[src/rtl/led_display_capture_if.sv]
// Pin-side and readback signals of the LED display capture block.
// frame_cnt/err_cnt exist only when DISPLAY_CAPTURE_STATS_EN is defined.
interface led_display_capture_if #(
  parameter int NUM = 4
);
  logic [7:0]       led_display_seg;
  logic [NUM-1:0]   led_display_sel;
  logic [NUM*8-1:0] led_out;
  logic [NUM-1:0]   led_valid;
  logic             led_update;
  logic             scan_err;
`ifdef DISPLAY_CAPTURE_STATS_EN
  logic [15:0]      frame_cnt;
  logic [15:0]      err_cnt;

  modport master (
    output led_display_seg, led_display_sel,
    input  led_out, led_valid, led_update, scan_err, frame_cnt, err_cnt
  );
  modport slave (
    input  led_display_seg, led_display_sel,
    output led_out, led_valid, led_update, scan_err, frame_cnt, err_cnt
  );
`else
  modport master (
    output led_display_seg, led_display_sel,
    input  led_out, led_valid, led_update, scan_err
  );
  modport slave (
    input  led_display_seg, led_display_sel,
    output led_out, led_valid, led_update, scan_err
  );
`endif
endinterface

[src/rtl/led_display_capture.sv]
// Reconstructs per-digit segment bytes from scanned 7-seg pins (debounced, with timeout).
// Optional frame/error counters are built only with `define DISPLAY_CAPTURE_STATS_EN.
module led_display_capture #(
  parameter int   NUM            = 4,
  parameter logic VALID_SIGNAL   = 1'b0,
  parameter int   STABLE_CYCLES  = 16,
  parameter int   TIMEOUT_CYCLES = 2000000
) (
  input logic                  clk,
  input logic                  rstn,
  led_display_capture_if.slave bus
);
  localparam int SW = $clog2(STABLE_CYCLES + 1);
  localparam int TW = $clog2(TIMEOUT_CYCLES + 1);
  localparam int KW = (NUM > 1) ? $clog2(NUM) : 1;
  localparam logic [7:0]     SEG_IDLE = {8{~VALID_SIGNAL}};
  localparam logic [NUM-1:0] SEL_IDLE = {NUM{~VALID_SIGNAL}};

  typedef enum logic [1:0] {IDLE, SETTLE, CAPTURE, HOLD} state_e;

  logic [7:0]     seg_s1_q, seg_s2_q;
  logic [NUM-1:0] sel_s1_q, sel_s2_q;
  logic [7:0]     seg_n;
  logic [NUM-1:0] sel_n;
  logic           sel_one, sel_multi;
  logic [KW-1:0]  sel_k;
  logic           scan_err_q, scan_err_d;

  state_e         state_q, state_d;
  logic [SW-1:0]  stable_q, stable_d;
  logic [7:0]     rec_seg_q, rec_seg_d;
  logic [NUM-1:0] rec_sel_q, rec_sel_d;
  logic [KW-1:0]  rec_k_q, rec_k_d;
  logic           changed, cap;
  logic [NUM-1:0] cap_vec;

  logic [NUM-1:0][7:0] led_byte;
  logic [NUM-1:0]      vld_vec, chg_vec;
  logic                led_update_q;

  // Two-flop synchroniser; idles at the inactive pin level so reset looks like blanking.
  always_ff @(posedge clk or negedge rstn) begin
    if (!rstn) begin
      seg_s1_q <= SEG_IDLE;
      seg_s2_q <= SEG_IDLE;
      sel_s1_q <= SEL_IDLE;
      sel_s2_q <= SEL_IDLE;
    end else begin
      seg_s1_q <= bus.led_display_seg;
      seg_s2_q <= seg_s1_q;
      sel_s1_q <= bus.led_display_sel;
      sel_s2_q <= sel_s1_q;
    end
  end

  assign seg_n     = seg_s2_q ^ SEG_IDLE;
  assign sel_n     = sel_s2_q ^ SEL_IDLE;
  assign sel_one   = (sel_n != '0) && ((sel_n & (sel_n - NUM'(1))) == '0);
  assign sel_multi = (sel_n != '0) && !sel_one;
  assign scan_err_d = sel_multi;

  always_comb begin
    sel_k = '0;
    for (int i = 0; i < NUM; i++)
      if (sel_n[i]) sel_k = KW'(i);
  end

  assign changed = (seg_n != rec_seg_q) || (sel_n != rec_sel_q);

  always_comb begin
    state_d   = state_q;
    stable_d  = stable_q;
    rec_seg_d = rec_seg_q;
    rec_sel_d = rec_sel_q;
    rec_k_d   = rec_k_q;
    cap       = 1'b0;
    case (state_q)
      IDLE: begin
        if (sel_one) begin
          state_d   = SETTLE;
          stable_d  = SW'(1);
          rec_seg_d = seg_n;
          rec_sel_d = sel_n;
          rec_k_d   = sel_k;
        end
      end
      SETTLE, HOLD: begin
        if (changed) begin
          if (sel_one) begin
            state_d   = SETTLE;
            stable_d  = SW'(1);
            rec_seg_d = seg_n;
            rec_sel_d = sel_n;
            rec_k_d   = sel_k;
          end else begin
            state_d  = IDLE;
            stable_d = '0;
          end
        end else if (state_q == SETTLE) begin
          // Counter saturates at the window length; it never wraps.
          if (stable_q >= SW'(STABLE_CYCLES - 1)) begin
            stable_d = SW'(STABLE_CYCLES);
            state_d  = CAPTURE;
          end else begin
            stable_d = stable_q + SW'(1);
          end
        end
      end
      CAPTURE: begin
        cap     = 1'b1;
        state_d = HOLD;
      end
      default: state_d = IDLE;
    endcase
  end

  always_ff @(posedge clk or negedge rstn) begin
    if (!rstn) begin
      state_q    <= IDLE;
      stable_q   <= '0;
      rec_seg_q  <= '0;
      rec_sel_q  <= '0;
      rec_k_q    <= '0;
      scan_err_q <= 1'b0;
    end else begin
      state_q    <= state_d;
      stable_q   <= stable_d;
      rec_seg_q  <= rec_seg_d;
      rec_sel_q  <= rec_sel_d;
      rec_k_q    <= rec_k_d;
      scan_err_q <= scan_err_d;
    end
  end

  always_comb begin
    cap_vec = '0;
    for (int i = 0; i < NUM; i++)
      cap_vec[i] = cap && (rec_k_q == KW'(i));
  end

  // Per-digit byte, valid flag and timeout counter; a capture beats a same-cycle timeout.
  for (genvar i = 0; i < NUM; i++) begin : g_lane
    logic [TW-1:0] tcnt_q, tcnt_d;
    logic [7:0]    byte_q, byte_d;
    logic          vld_q, vld_d;

    always_comb begin
      tcnt_d = tcnt_q;
      byte_d = byte_q;
      vld_d  = vld_q;
      if (cap_vec[i]) begin
        tcnt_d = '0;
        byte_d = rec_seg_q;
        vld_d  = 1'b1;
      end else if (tcnt_q != TW'(TIMEOUT_CYCLES)) begin
        tcnt_d = tcnt_q + TW'(1);
        if (tcnt_d == TW'(TIMEOUT_CYCLES)) begin
          byte_d = '0;
          vld_d  = 1'b0;
        end
      end
    end

    always_ff @(posedge clk or negedge rstn) begin
      if (!rstn) begin
        tcnt_q <= '0;
        byte_q <= '0;
        vld_q  <= 1'b0;
      end else begin
        tcnt_q <= tcnt_d;
        byte_q <= byte_d;
        vld_q  <= vld_d;
      end
    end

    assign led_byte[i] = byte_q;
    assign vld_vec[i]  = vld_q;
    assign chg_vec[i]  = (byte_d != byte_q);
  end

  always_ff @(posedge clk or negedge rstn) begin
    if (!rstn) led_update_q <= 1'b0;
    else       led_update_q <= |chg_vec;
  end

  assign bus.led_out    = led_byte;
  assign bus.led_valid  = vld_vec;
  assign bus.led_update = led_update_q;
  assign bus.scan_err   = scan_err_q;

`ifdef DISPLAY_CAPTURE_STATS_EN
  logic [NUM-1:0] seen_q, seen_d;
  logic [15:0]    frame_q, frame_d, err_q, err_d;

  // A frame closes on a digit-0 capture once every digit has been seen since the last close.
  always_comb begin
    seen_d  = seen_q;
    frame_d = frame_q;
    err_d   = err_q;
    if (cap) begin
      seen_d = seen_q | cap_vec;
      if ((rec_k_q == '0) && (&seen_d)) begin
        seen_d = '0;
        if (frame_q != 16'hFFFF) frame_d = frame_q + 16'd1;
      end
    end
    if (scan_err_d && !scan_err_q && (err_q != 16'hFFFF)) err_d = err_q + 16'd1;
  end

  always_ff @(posedge clk or negedge rstn) begin
    if (!rstn) begin
      seen_q  <= '0;
      frame_q <= '0;
      err_q   <= '0;
    end else begin
      seen_q  <= seen_d;
      frame_q <= frame_d;
      err_q   <= err_d;
    end
  end

  assign bus.frame_cnt = frame_q;
  assign bus.err_cnt   = err_q;
`endif
endmodule

[src/flat_wrapper.sv]
// flat-port wrapper written by rule: the top's interface ports become plain ports
module led_display_capture_flat 
#(
  parameter int   NUM            = 4,
  parameter logic VALID_SIGNAL   = 1'b0,
  parameter int   STABLE_CYCLES  = 16,
  parameter int   TIMEOUT_CYCLES = 2000000
)
  (clk, rstn, bus_led_display_seg, bus_led_display_sel, bus_led_out, bus_led_valid, bus_led_update, bus_scan_err);
  led_display_capture_if #(.NUM(NUM)) bus_i ();
  input logic clk;
  input logic rstn;
  input wire logic [$bits(bus_i.led_display_seg)-1:0] bus_led_display_seg;
  input wire logic [$bits(bus_i.led_display_sel)-1:0] bus_led_display_sel;
  output wire logic [$bits(bus_i.led_out)-1:0] bus_led_out;
  output wire logic [$bits(bus_i.led_valid)-1:0] bus_led_valid;
  output wire logic [$bits(bus_i.led_update)-1:0] bus_led_update;
  output wire logic [$bits(bus_i.scan_err)-1:0] bus_scan_err;
  assign bus_i.led_display_seg = bus_led_display_seg;
  assign bus_i.led_display_sel = bus_led_display_sel;
  assign bus_led_out = bus_i.led_out;
  assign bus_led_valid = bus_i.led_valid;
  assign bus_led_update = bus_i.led_update;
  assign bus_scan_err = bus_i.scan_err;
  led_display_capture #(.NUM(NUM), .VALID_SIGNAL(VALID_SIGNAL), .STABLE_CYCLES(STABLE_CYCLES), .TIMEOUT_CYCLES(TIMEOUT_CYCLES)) u_core (.clk(clk), .rstn(rstn), .bus(bus_i));
endmodule
[config.mk]
export PLATFORM = sky130hd
export DESIGN_NAME = led_display_capture_flat
export DESIGN_NICKNAME = d
export VERILOG_FILES = /design/src/rtl/led_display_capture_if.sv /design/src/rtl/led_display_capture.sv /design/src/flat_wrapper.sv
export SDC_FILE = /design/constraint.sdc
export NUM_CORES = 1
export LEC_CHECK = 0
export ABC_AREA = 0
export CAP_MARGIN = 20
export CORE_MARGIN = 4
export CORE_UTILIZATION = 45
export CTS_BUF_LIST = sky130_fd_sc_hd__clkbuf_8
export DETAILED_ROUTE_END_ITERATION = 7
export GPL_TIMING_DRIVEN = 0
export PLACE_DENSITY = 0.72
export SLEW_MARGIN = 20
export SYNTH_ARGS = -nofsm -noshare
export SYNTH_HDL_FRONTEND = slang
export SYNTH_SLANG_ARGS = --single-unit
[constraint.sdc]
create_clock -name clk -period 3.45 [get_ports clk]
set_clock_uncertainty 0.1 [all_clocks]
set_input_delay 0.69 -clock clk [delete_from_list [all_inputs] [get_ports clk]]
set_output_delay 0.69 -clock clk [all_outputs]
set_load 0.01 [all_outputs]
### Word-level counts from Yosys, hierarchy flattened

Index checks and enable logic that the tools add are counted.

| cells by class | value |
|---|---|
| $add $sub $neg | 6 |
| multiply operators | 0 |
| div/mod/pow operators | 0 |
| order comparisons | 1 |
| eq/ne operators | 24 |
| shifts and indexed selects | 0 |
| multiplexer cells | 57 |
| bitwise logic cells | 3 |
| reductions and logical operators | 30 |

Operators by type and width:

| operator | number |
|---|---|
| 21-bit two-way mux | 8 |
| 8-bit two-way mux | 14 |
| 21-bit by 1-bit adder with 21-bit output (second input constant) | 4 |
| 21-bit equality test (second input constant) | 4 |
| 21-bit inequality test (second input constant) | 4 |
| 8-bit inequality test | 5 |
| 5-bit two-way mux | 4 |
| 2-bit nonzero test | 9 |
| 1-bit two-way mux | 16 |
| 2-bit two-way mux | 8 |
| 8-bit one-hot mux with 2 select lines | 1 |
| 5-bit one-hot mux with 2 select lines | 1 |
| 2-bit AND reduction | 5 |
| 2-bit equality test (second input constant) | 4 |
| 4-bit two-way mux | 2 |
| 8-bit inverter | 1 |
| 4-bit one-hot mux with 2 select lines | 1 |
| 1-bit logical AND | 6 |
| 3-bit by 1-bit inequality test with 1-bit output (second input constant) | 2 |
| 2-bit one-hot mux with 3 select lines | 1 |
| 3-bit AND reduction | 2 |
| 5-bit by 1-bit adder with 5-bit output (second input constant) | 1 |
| 5-bit by 4-bit >= comparator with 1-bit output (second input constant) | 1 |
| 4-bit bitwise AND | 1 |
| other kinds (13) | 16 |

| word-level totals | value |
|---|---|
| bits in registers | 167 |
| bits in latches | 0 |
| RAM bits | 0 |
| ROM bits | 0 |
| input bits | 14 |
| output and inout bits | 38 |
| logic and storage cells | 144 |
| memories kept | 0 |

### Logic depth before layout (Yosys ltp)

Gate-level depths: netlist of the first run.

| depth | value |
|---|---|
| depth in word-level cells | 8 |
| gate-level depth with buffers | 10 |
| mapped depth without buffers | 9 |

### Least setup slack after synthesis of the first run

No wires, ideal clock.

| path | value |
|---|---|
| kind | register to register |
| from | reg u_core.g_lane[2].tcnt_q[0] |
| to | reg u_core.g_lane[2].byte_q[0] |
| library setup time | 145 ps |
| arrival | 2,681 ps |
| data required time | 3,205 ps |
| slack | 524 ps |
| cell stages (with the launch flop) | 9 |
| path buffers | 0 |
| clock period less this slack | 2,926 ps |
| cells stage by stage | dfrtp_1 > ha_1 > and4_1 > nand2_2 > or4_1 > a22o_1 > or4b_4 > nor4_4 > o22ai_1 |

| on the way | value |
|---|---|
| longest elaborated chain between the ends | 5 |

Ends and longest elaborated chain:

| what | RTL line | text |
|---|---|---|
| start: declaration | led_display_capture.sv:143 | `logic [TW-1:0] tcnt_q, tcnt_d;` |
| start signal: assignment | led_display_capture.sv:170 | `tcnt_q <= tcnt_d;` |
| 21-bit by 1-bit adder with 21-bit output | led_display_capture.sv:156 | `tcnt_d = tcnt_q + TW'(1);` |
| 21-bit equality test | led_display_capture.sv:157 | `if (tcnt_d == TW'(TIMEOUT_CYCLES)) begin` |
| 8-bit two-way mux | led_display_capture.sv:157 |  |
| 8-bit two-way mux * | led_display_capture.sv:155 | `end else if (tcnt_q != TW'(TIMEOUT_CYCLES)) begin` |
| 8-bit two-way mux * | led_display_capture.sv:151 | `if (cap_vec[i]) begin` |
| named net u_core.g_lane[2].byte_d[0] | led_display_capture.sv:144 | `logic [7:0] byte_q, byte_d;` |
| end signal: assignment | led_display_capture.sv:171 | `byte_q <= byte_d;` |
| end: declaration | led_display_capture.sv:144 |  |

The timed path passes the listed nets; every way through them passes the cells marked *.
A chain may end at the register's enable or synchronous reset.

### Worst setup path after layout of the first run

| path | value |
|---|---|
| from | reg u_core.g_lane[2].tcnt_q[0] |
| to | reg u_core.g_lane[2].byte_q[1] |

Same word-level chain as after synthesis.

==> results.md, run 1 <==
* Iter 0 DRT Violations at 551
* ANT cells at 0
* Final period utilization at 95.2%
* Part of the power in registers at 53.9%
* CTS Buf Count at 17
* Max-cap violations at 0
* Net Sw Frac at 29.1%
* Min Clock Period, post-route at 3.29 ns
* Clock slew at reported path FFs at 0.10 ns
* Fin. Hold Viols at 0
* Synthesized area at 9100 µm²
* Initial antenna violation count at 0
* Via count at 7,388
* Combinational share of power at 9.8%
* Mean Syn Cell Area at 9.17 µm²
* Total wire length at 21.0 mm
* Top cell type's share of synthesized area at 39.3%
* Reg-to-reg setup timing slack at 0.16 ns
* Synth top area cells: dfrtp_1 39%, dfstp_2 6.9%, xnor2_1 5.3%, nor2_1 5.2%, xor2_1 4.9%
* Total global routing overflow at 0
* Die height at 150 µm
* PortBufs at 51
* Row count at 51
* Crit path kind: reg2reg
* Setup violators final at 0
* Slew @ Worst Pin at 0.931 ns
* Tot Pwr at 3.81 mW
* Drt pass-1 iters at 8
* I/O Pins at 52
* Max-slew headroom at 37.8%
* Placed cell areas at 9980 µm²
* Vias in the first global route at 7,013
* Final #Nets at 1,093
* Outcome: complete, no violations
* Routed Antenna Nets at 0
* RSZ-0062 raised after global routing: no
* Post-synth EDFFs at 0
* CTS Root Cell: clkbuf_8
* Req. time, crit path at 3.68 ns
* Die area at 22,600 µm²
* Core area at 19,700 µm²
* Clk_lat worst skew at 0.47 ns
* Area delta synth->final at 14.4%
* Yosys reg bits at 167
* Global-route wire length before repair at 35.1 mm
* Die Span X at 150 µm
* Clock network power share at 36.3%
* Pwr per Cell Area at 366 nW/µm²
* Seq. cell area at 4210 µm²
* Layout cells sized above 1 at 9.25%
* Seq/Total Area, Yosys at 46.2%
* Synth warnings at 0
* Worst Path Max Fanout at 9
* CTS Buffer Depth at 2
* Largest net degree at the start of global routing at 99
* Hold Path Class: in2async
* Synth async-reset ratio at 100%
* Synth Flop Type: dfrtp_1
* Routed WL per cell at 15.6 µm
* Startpoint Class: register
* Post-DP HPWL at 14.8 mm
* Vias per std cell at 5.49
* CP endpoint kind: register
* Number of remaining DRC errors at 0
* Synth unique cells at 75
* Worst endpoint data arrival time at 3.52 ns
* Slew Limit Fails at 0
* Global-route usage over all layers at 19.2%
* CTS tree: yes
* CTS Hold Bufs at 0
* H-Tree Depth at 4
* Commonest cells post-synth: 143 x dfrtp_1, 125 x nor2_1, 117 x nand2_1
* RR Startpoint: u_core.g_lane[2].tcnt_q[0]
* CTS Sinks at 167
* P_leak at 4.26 nW
* VDD IR max at 0.000199 V
* Syn_nets at 1,018
* FMAX at 304 MHz
* Sw power at 1.11 mW
* Initial Util at 46.3%
* Pint at 2.70 mW
* DP Cell Count at 1,310
* Path depth of the worst reg2reg path at 9
* Synth area leader: dfrtp_1
* Multi-input combinational cell area at 4540 µm²
* Synthesized instance count at 993
* Final instance area at 10,400 µm²
* Most common cell in the netlist: dfrtp_1
* Gpl congestion at 0.922
* RR Endpoint: u_core.g_lane[2].byte_q[1]
* # fillers at 1,851
* Finished Layout Cells at 1,346
power by group through the flow:
stage          Combinational, mW  Clock, mW  Sequential (mW)
3_5_place_dp               0.375          0             2.09
4_1_cts                    0.378       1.42             2.05
3_3_place_gp               0.364          0             2.09
2_1_floorplan              0.241          0             2.08
6_report                   0.373       1.38             2.06
5_1_grt                    0.425       1.50             2.06
layout by cell type, fill, tap and decap left out, types with 22 or more instances in the layout:
master / n
dfrtp_1: 143
nand2_1: 117
xor2_1: 51
dfstp_2: 24
inv_1: 30
nand4_1: 28
clkbuf_1: 41
xnor2_1: 55
o21ai_0: 27
nand3_1: 43
nor2_1: 125
clkdlybuf4s50_1: 50
nor3_1: 23
a21oi_1: 22
critical path, cell delays in order, from the launching register on:
cell	delay, ns
dfrtp_1	0.52
ha_2	0.31
and4_1	0.28
nand2_2	0.12
or4_1	0.51
a22o_1	0.25
or4b_4	0.51
nor4_4	0.27
buf_4	0.20
o22ai_1	0.10
how the worst max path moves through the flow:
| stage | slack, ns | endpoint | from | cells past startpoint |
|---|---|---|---|---|
| 6_report | 0.16 | u_core.g_lane[2].byte_q[1] | u_core.g_lane[2].tcnt_q[0] | 9 |
| 5_1_grt | 0.006 | u_core.g_lane[2].byte_q[1] | u_core.g_lane[2].tcnt_q[1] | 9 |
| 3_3_place_gp | -5.23 | u_core.g_lane[0].tcnt_q[7] | rstn | 1 |
| 2_1_floorplan | 0.52 | u_core.g_lane[2].byte_q[0] | u_core.g_lane[2].tcnt_q[0] | 8 |
| 3_5_place_dp | 0.13 | u_core.g_lane[2].byte_q[1] | u_core.g_lane[2].tcnt_q[0] | 9 |
| 4_1_cts | 0.09 | u_core.g_lane[2].byte_q[1] | u_core.g_lane[2].tcnt_q[0] | 9 |
through the flow:
stage / util (%) / setup WS [ns] / hold slack, ns / setup TNS [ns]
final: 53.0 / 0.164 / 0.0571 / 0
after global routing: 53.0 / 0.00600 / 0.0754 / 0
after CTS: 52.7 / 0.0937 / 0.0575 / 0
after detailed placement: 50.8 / 0.130 / 0.247 / 0
after global placement: 50.6 / -5.23 / 0.246 / -820.85
after floorplan: - / 0.524 / 0.245 / 0
sequential cells by signal, indices dropped and copies added (netlist names):
register,cells
u_core.seg_s1_q,8
u_core.stable_q,5
u_core.rec_seg_q,8
u_core.g_lane.byte_q,32
u_core.state_q,2
u_core.g_lane.vld_q,4
u_core.sel_s2_q,4
u_core.bus.scan_err,1
u_core.sel_s1_q,4
u_core.rec_sel_q,4
u_core.bus.led_update,1
u_core.g_lane.tcnt_q,84
u_core.seg_s2_q,8
u_core.rec_k_q,2
logic make-up (layout without fill, tap and decap cells):
kind of cell / Yosys count / after routing / synth area share, %
adders and majority gates: 12 / 12 / 1.62
xor gates and xnor gates: 106 / 106 / 10.2
AOI/OAI and AO/OA: 148 / 148 / 10.5
buffers and inverters: 90 / 178 / 4.18
and+or+nand+nor: 458 / 458 / 25.9
muxes: 12 / 12 / 1.37
DFF: 167 / 167 / 46.2
layer usage:
metal  part of all wire [%]  track usage [%]  vias to the layer above  routed length [µm]
li1                       -                -                     3636                   -
met1                     48             26.9                     3565               10100
met2                     45             30.3                      159                9520
met3                    4.7             3.91                       28                 986
met4                    1.7             5.95                        0                 363
met5                      0                0                        -                   0
area by class of cell:
type                            instances  area share, %
Multi-Input combinational cell        736           43.6
Sequential cell                       167           40.4
Inverter                               32           1.15
Timing Repair Buffer                   56           5.50
Clock buffer                           17           2.25
Buffer                                 58           2.51
Tap cell                              265           3.19
Clock inverter                         15           1.38
timing repair:
action / in CTS / in global routing
endpoints found under the hold margin: 0 / 0
setup endpoints to repair: 0 / 11
buffers inserted: 0 / 4
resized for setup: 0 / 5
Note: power is estimated with default switching activity, not from simulation.
==> run 2, diff against run 1 <==
--- a/config.mk
+++ b/config.mk
@@ -7,12 +7,14 @@
 export LEC_CHECK = 0
 export ABC_AREA = 0
 export CAP_MARGIN = 20
+export CORE_ASPECT_RATIO = 1.5
 export CORE_MARGIN = 4
 export CORE_UTILIZATION = 45
 export CTS_BUF_LIST = sky130_fd_sc_hd__clkbuf_8
 export DETAILED_ROUTE_END_ITERATION = 7
 export GPL_TIMING_DRIVEN = 0
 export PLACE_DENSITY = 0.72
+export REMOVE_ABC_BUFFERS = 1
 export SLEW_MARGIN = 20
 export SYNTH_ARGS = -nofsm -noshare
 export SYNTH_HDL_FRONTEND = slang
==> results.md, run 2 (synthesis gave the netlist of run 1 again) <==
* Post-DP HPWL at 14.8 mm
* Max-cap violations at 0
* Gpl congestion at 0.888
* Initial Util at 45.8%
* CP peak stage delay at 0.52 ns
* Req. time, crit path at 3.69 ns
* CP endpoint kind: register
* Die area at 22,600 µm²
* Vias in the first global route at 7,130
* Clk_lat worst skew at 0.48 ns
* Layout cells sized above 1 at 8.69%
* Metal2 WL at 10.6 mm
* Area delta synth->final at 12.5%
* Global-route usage over all layers at 19.2%
* FMAX at 305 MHz
* Core area at 19,900 µm²
* Total global routing overflow at 0
* Number of remaining DRC errors at 0
* Total wire length at 20.6 mm
* Die Span X at 124 µm
* Routed WL per cell at 16.0 µm
* Slew @ Worst Pin at 0.831 ns
* Setup ws final at 0.175 ns
* Drt pass-1 iters at 5
* Fin. Hold Viols at 0
* Min Clock Period, post-route at 3.28 ns
* Dpl ws at -0.181 ns
* Pwr per Cell Area at 389 nW/µm²
* Total negative slack at 0 ns
* Row count at 63
* Global-route wire length before repair at 34.7 mm
* Final #Nets at 1,036
* Slew Limit Fails at 0
* Crit path kind: reg2reg
* Final period utilization at 94.9%
* Worst Path Max Fanout at 13
* Routed met1 length at 8.69 mm
* H-Tree Depth at 4
* CTS Buffer Depth at 2
* CTS Root Cell: clkbuf_8
* CTS tree: yes
* Critical path cell sequence: ha_2 -> and4_4 -> nand2_2 -> or4_1 -> a22o_1 -> or4b_4 -> nor4_4 -> buf_4 -> o22ai_1
* Outcome: complete, no violations
* Max-slew headroom at 44.5%
* Biggest register: u_core.g_lane.tcnt_q
* Iter 0 DRT Violations at 375
* Largest registers: u_core.g_lane.tcnt_q x84, u_core.g_lane.byte_q x32
* Slowest cell on crit path: or4_1
* RSZ-0062 raised after global routing: no
* Hold Path Class: in2async
* Worst endpoint data arrival time at 3.52 ns
* Routed Antenna Nets at 0
* Number of flip-flops in the largest register at 84
* CTS Buf Count at 17
* Tot Pwr at 3.99 mW
* CTS Hold Bufs at 0
* Top Family by Delay on Critical Path: simple AND/OR/NAND/NOR gates
* PortBufs at 51
* Final instance area at 10,200 µm²
* Top Metal Used: met4
* P_leak at 4.17 nW
* Vias per std cell at 5.60
* Placed cell areas at 9740 µm²
* Initial antenna violation count at 0
* Most frequent cells in the layout: 141 x dfrtp_1, 124 x nor2_1, 117 x nand2_1, 55 x xnor2_1, 51 x xor2_1
* Met3 WL at 871 µm
* ANT cells at 0
* Clock slew at reported path FFs at 0.09 ns
* Setup violators final at 0
* VDD IR max at 0.000387 V
* I/O Pins at 52
* Reg-to-reg setup timing slack at 0.17 ns
* Largest net degree at the start of global routing at 103
* Buffers & Inverters on Critical Path at 1
* CTS Sinks at 167
* Via count at 7,185
* Die height at 182 µm
* Startpoint Class: register
* Most common cell after layout, fill and taps aside: dfrtp_1
[run 2: cell type report]
cell class,count,area (µm²)
fill,1861,9620
multi-input combinational,736,4560
sequential,167,4210
timing repair buffer,57,581
tap,260,325
clock buffer,17,234
clock inverter,15,214
inverter,32,120
[run 2: routing by layer]
layer / GRT usage, % / vias up
li1: - / 3503
met1: 23.5 / 3497
met2: 32.5 / 144
met3: 4.47 / 41
met4: 7.41 / 0
met5: 0 / -
[run 2: metrics by stage]
stage                     utilization [%]  std cells  hold slack [ns]
after CTS                            51.3       1282           0.0503
after global routing                 51.6       1284           0.0768
after global placement               48.7       1246            0.246
after floorplan                         -        935            0.245
final                                51.6       1284           0.0620
after detailed placement             49.0       1249            0.247
[run 2: worst paths after layout]
path | startpoint | to | cells after the start
worst min register to register | u_core.seg_s1_q[3] | u_core.seg_s2_q[3] | 0
worst max-delay path | u_core.g_lane[2].tcnt_q[0] | u_core.g_lane[2].byte_q[0] | 9
worst max register to register | u_core.g_lane[2].tcnt_q[0] | u_core.g_lane[2].byte_q[0] | 9
worst min-delay path | rstn | u_core.g_lane[0].tcnt_q[6] | 1
min in group clk | u_core.seg_s1_q[3] | u_core.seg_s2_q[3] | 0
max in group asynchronous | rstn | u_core.seg_s2_q[5] | 2
[run 2: report_power, final]
part           switching (mW)  internal (mW)  total, mW
clock                   0.771          0.810       1.58
sequential              0.119           2.02       2.14
combinational           0.142          0.122      0.264
[run 2: worst register-to-register path: stages, from the launching register on]
cell,delay (ns)
dfrtp_2,0.45
ha_2,0.28
and4_4,0.35
nand2_2,0.12
or4_1,0.52
a22o_1,0.25
or4b_4,0.51
nor4_4,0.27
buf_4,0.20
o22ai_1,0.10
[run 2: what timing repair did]
action | in CTS | in global routing
endpoints found under the setup margin | 8 | 21
hold endpoints to repair | 0 | 0
setup buffers | 1 | 2
gates resized for setup | 2 | 7
pin swaps | 1 | 1
